### src/rtl/mux1hot_arb.sv
// mux1hot_arb: NUM_IN-channel valid/ready/last arbiter feeding a single
// registered output stage. Round-robin or fixed-priority arbitration picks a
// one-hot grant, an AND-OR mux selects the granted channel, and multi-beat
// packets keep the grant until their last beat so packets never interleave.
module mux1hot_arb #(
  parameter int WIDTH   = 3,
  parameter int NUM_IN  = 3,
  parameter int RR_MODE = 1
) (
  input  logic                    clk,
  input  logic                    reset_n,
  input  logic [NUM_IN-1:0]       in_valid,
  output logic [NUM_IN-1:0]       in_ready,
  input  logic [NUM_IN-1:0]       in_last,
  input  logic [NUM_IN*WIDTH-1:0] in_data,
  output logic                    out_valid,
  input  logic                    out_ready,
  output logic                    out_last,
  output logic [WIDTH-1:0]        out_data,
  output logic [NUM_IN-1:0]       out_grant
);

  localparam int unsigned N  = NUM_IN;
  localparam int unsigned PW = (NUM_IN > 1) ? $clog2(NUM_IN) : 1;

  typedef enum logic {
    ST_ARB,
    ST_LOCK
  } state_t;

  state_t        r_state;
  logic [PW-1:0] r_ptr;
  logic [PW-1:0] r_lock_idx;

  logic              w_load;
  logic [N-1:0]      w_grant;
  logic [PW-1:0]     w_gnt_idx;
  logic [PW-1:0]     w_ptr_next;
  logic              w_xfer;
  logic [WIDTH-1:0]  w_mux_data;
  logic              w_mux_last;

  // Output stage can take a new beat when empty or being drained this cycle.
  assign w_load = ~out_valid | out_ready;

  // One-hot grant: locked channel, rotating search from r_ptr, or lowest index.
  always_comb begin
    logic         found;
    int unsigned  idx;
    w_grant = '0;
    found   = 1'b0;
    idx     = 0;
    if (r_state == ST_LOCK) begin
      for (int unsigned i = 0; i < N; i++) begin
        if (PW'(i) == r_lock_idx) w_grant[i] = 1'b1;
      end
    end else if (RR_MODE != 0) begin
      for (int unsigned off = 0; off < N; off++) begin
        idx = 32'(r_ptr) + off;
        if (idx >= N) idx = idx - N;
        if (!found && in_valid[idx]) begin
          w_grant[idx] = 1'b1;
          found        = 1'b1;
        end
      end
    end else begin
      for (int unsigned i = 0; i < N; i++) begin
        if (!found && in_valid[i]) begin
          w_grant[i] = 1'b1;
          found      = 1'b1;
        end
      end
    end
  end

  // Encode the one-hot grant back to an index for the lock and pointer state.
  always_comb begin
    w_gnt_idx = '0;
    for (int unsigned i = 0; i < N; i++) begin
      if (w_grant[i]) w_gnt_idx = PW'(i);
    end
  end

  // Pointer moves one past the channel that just finished, wrapping to 0.
  always_comb begin
    if (w_gnt_idx == PW'(N - 1)) w_ptr_next = '0;
    else                         w_ptr_next = w_gnt_idx + 1'b1;
  end

  // AND-OR one-hot mux of data and last flag.
  always_comb begin
    w_mux_data = '0;
    w_mux_last = 1'b0;
    for (int unsigned i = 0; i < N; i++) begin
      w_mux_data = w_mux_data | (in_data[i*WIDTH +: WIDTH] & {WIDTH{w_grant[i]}});
      w_mux_last = w_mux_last | (in_last[i] & w_grant[i]);
    end
  end

  // Ready only to the granted, requesting channel while the stage can load.
  assign in_ready = {N{w_load}} & w_grant & in_valid;
  assign w_xfer   = |in_ready;

  // Registered output stage: load on transfer, drain when consumed, else hold.
  always_ff @(posedge clk or negedge reset_n) begin
    if (!reset_n) begin
      out_valid <= 1'b0;
      out_data  <= '0;
      out_last  <= 1'b0;
      out_grant <= '0;
    end else if (w_load) begin
      if (w_xfer) begin
        out_valid <= 1'b1;
        out_data  <= w_mux_data;
        out_last  <= w_mux_last;
        out_grant <= w_grant;
      end else begin
        out_valid <= 1'b0;
      end
    end
  end

  // Arbitration FSM: lock on a non-last beat, release and advance ptr on last.
  always_ff @(posedge clk or negedge reset_n) begin
    if (!reset_n) begin
      r_state    <= ST_ARB;
      r_ptr      <= '0;
      r_lock_idx <= '0;
    end else if (w_xfer) begin
      case (r_state)
        ST_ARB: begin
          if (w_mux_last) begin
            r_ptr <= w_ptr_next;
          end else begin
            r_state    <= ST_LOCK;
            r_lock_idx <= w_gnt_idx;
          end
        end
        ST_LOCK: begin
          if (w_mux_last) begin
            r_state <= ST_ARB;
            r_ptr   <= w_ptr_next;
          end
        end
        default: r_state <= ST_ARB;
      endcase
    end
  end

endmodule

### config.mk
export PLATFORM = sky130hd
export DESIGN_NAME = mux1hot_arb
export DESIGN_NICKNAME = d
export VERILOG_FILES = /design/src/rtl/mux1hot_arb.sv
export SDC_FILE = /design/constraint.sdc
export NUM_CORES = 1
export LEC_CHECK = 0
export CAP_MARGIN = 10
export CELL_PAD_IN_SITES_DETAIL_PLACEMENT = 0
export CELL_PAD_IN_SITES_GLOBAL_PLACEMENT = 1
export CORE_MARGIN = 2
export CORE_UTILIZATION = 32
export CTS_CLUSTER_DIAMETER = 200
export DETAILED_ROUTE_END_ITERATION = 12
export PLACE_DENSITY = 0.76
export SYNTH_ARGS = -nofsm -noshare
export SYNTH_HDL_FRONTEND = slang
export SYNTH_SLANG_ARGS = --single-unit
export TNS_END_PERCENT = 20
### constraint.sdc
create_clock -name clk -period 2.7 [get_ports clk]
set_input_delay 0.675 -clock clk [delete_from_list [all_inputs] [get_ports clk]]
set_output_delay 0.675 -clock clk [all_outputs]
set_load 0.05 [all_outputs]
==> run summary <==
outcome: complete, but fails checks
failing checks: setup timing
CTS tree: done
slowest stage cell on the critical path: ha_2
vias per cell: 4.810
Max-Cap Viols: 0
NumNets Final: 184
area delta synth->final: 75.82%
multiplexer share of the synthesized area: 11.25%
post-synthesis compound-gate area fraction: 26.12%
Reg2Reg Setup Slack: 0.03 ns
ANT nets after route: 0
fraction of registers with async set/reset: 100.0%
dpl hpwl: 2.243 mm
largest net degree at the start of global routing: 14
WS Path Type: flip-flop to primary output
Worst Tran Pin Value: 0.5838 ns
IO buf count: 28
Main synth FF type: dfrtp_1
adder-cell share of the synthesized area: 4.837%
pre-CTS WS: -0.4979 ns
Avg Cell Area, Syn: 10.45 um2
Setup TNS: -0.3112 ns
Yosys top cell by area: dfrtp_1
GRT busiest layer: met2
Via Count: 986
Antenna diodes: 0
final hold vios: 0
antenna violations before repair: 0
Mapped Cells: 99
Post-synth EDFFs: 0
Placer Congestion: 0.9449
register bit total from synthesis: 13
Root Buffer: clkbuf_4
vias in the first global route: 950
XOR/XNOR share of the synthesized area: 0%
Post-Route Utilization: 59.59%
first-pass GRT wire length: 4.726 mm
TritonCTS Buffers: 3
DRC: 0
net count after synthesis: 121
# H-tree levels: 1
post-synthesis sequential area ratio: 31.44%
HP Class: flip-flop to flip-flop
final setup margin: -0.1423 ns
fillers: 272
drt initial violations: 27
Die X: 60.87 um
Ys Warns: 0
final setup vio count: 3
PD cells: 1536 nW/um2
RSZ-0062 raised after global routing: yes
top-level port count: 29
largest cells by area after synthesis: dfrtp_1, mux2i_1, ha_1, inv_1, mux2_1
Avg WL per Cell: 14.13 um
worst-case clock buffer depth: 2
ratio of final minimum period to clock period: 105.3%
largest family of logic cells by synthesized area: compound AO/OA/AOI/OAI gates
max frequency: 0.3518 GHz
CP max stage delay: 0.44 ns
crit-path max FO: 10
share of cells above drive strength 1: 45.96%
Congestion Overflow GR: 0
GR Layer Usage met1: 24.90%
Initial Util: 33.89%
clock-pin slew on the worst setup and hold paths: 0.07 ns
CTS Hold Bufs: 0
Cell variety after synth: 43
Placed Cells: 193
Post-Synth Simple-Gate Area: 20.07%
Overall Global Routing Usage: 17.41%
clock skew: 0.004817 ns
die footprint: 3705 um2
grt met3 use: 4.478%
Slew headroom: 60.96%
Post-synth top cells: dfrtp_1, inv_1, mux2i_1
M2 GR Usage: 26.57%
Worst Path Arrival: 2.17 ns
Pre-antenna DRT Iters: 4
Core Area: 3053 um2
clk_lat worst skew: 0.28 ns
Worst IR Drop VDD: 0.8100 mV
row cnt: 20
CTS Sinks: 13
Die Y: 60.87 um
fin crit period: 2.842 ns
crit end category: primary output
Yosys top cell area share: 31.44%
critical path, cell by cell: inv_2 -> ha_2 -> a21oi_1 -> o32a_1 -> a31oi_4 -> and3_4 -> buf_12
Routed WL: 2.897 mm
Mapped Area: 1035 um2
Leak Pwr: 0.8010 nW
required time worst endpoint: 2.03 ns
Slew Limit Fails: 0
Setup crit start kind: flip-flop
Final Non-Filler Cells: 205
## worst paths after layout
check / endpoint / cells after the start / from
setup / recovery: in_ready[1] / 7 / r_ptr[0]
hold / removal: out_grant[1] / 1 / out_grant[1]
setup reg to reg: r_ptr[0] / 12 / r_ptr[1]
hold reg to reg: out_grant[1] / 1 / out_grant[1]
max in group asynchronous: r_ptr[0] / 1 / reset_n
min in group asynchronous: out_data[1] / 1 / reset_n
## sequential cells by signal, summed over array words and instances, names as in the netlist
register,count
out_data,3
r_lock_idx,2
out_last,1
out_valid,1
r_state,1
out_grant,3
r_ptr,2
## layer usage
| layer | vias to the layer above | routed length [um] |
|---|---|---|
| li1 | 493 | - |
| met1 | 479 | 1358 |
| met2 | 10 | 1459 |
| met3 | 4 | 59 |
| met4 | 0 | 19 |
| met5 | - | 0 |
## report_power, final
group / internal [mW] / total [mW] / switching [mW]
clock: 0.0574 / 0.121 / 0.0637
sequential: 0.299 / 0.375 / 0.0765
combinational: 1.16 / 2.30 / 1.14
total: 1.52 / 2.79 / 1.28
## cells in the final DEF (no fill, tap or decap), types with 2 or more instances in the layout
cell type and count:
a31oi_4 2, nand2b_1 2, a21oi_2 2, clkdlybuf4s50_1 22, buf_6 7, clkbuf_4 3
a21oi_1 5, nand2_1 5, nor3_4 2, a211oi_1 3, ha_4 3, mux2_2 2
a22o_1 3, mux2i_1 4, inv_2 2, a21o_1 2, inv_1 11, buf_12 3
nand3b_1 2, buf_4 25, mux2_4 3, dfrtp_1 13, nand2b_4 3, nor2_1 2
## cells by family after synthesis
family,count (synthesis)
AO/OA/AOI/OAI,28
AND/OR/NAND/NOR,28
buffers and inverters,15
flip-flops,13
multiplexers,11
adder cells (fa/ha/maj),4
## stage by stage
stage / hold WS [ns] / cell area, um2 / total power [mW]
after floorplan: 0.3794 / 1090 / 1.668
after global placement: 0.4817 / 1617 / 2.330
after detailed placement: 0.4897 / 1617 / 2.367
after CTS: 0.5117 / 1782 / 2.696
after global routing: 0.5428 / 1819 / 2.982
final: 0.5193 / 1819 / 2.794
## cell type report
class	count	area, um2	share of cell area [%]
well taps	44	55.05	3.026
flip-flops and latches	13	325.3	17.88
multi-input cells	71	787.0	43.26
clock buffers	4	26.28	1.444
repair buffers	60	576.8	31.71
inverters	13	48.80	2.682
## what timing repair did
action                     in CTS  in global routing
setup endpoints to repair      11                 14
gates resized for setup        27                  7
pin swaps                       9                  8
cloned                          0                  0
setup buffers                   6                  2
## worst max-delay path, delay by kind of cell (launching register included)
kind | cells | cell delay, ns
AOI/OAI and AO/OA | 3 | 0.63
adders and majority gates | 1 | 0.44
buffers and inverters | 2 | 0.19
DFF | 1 | 0.40
and+or+nand+nor | 1 | 0.22
No activity file was read; power rests on OpenSTA's default activity.
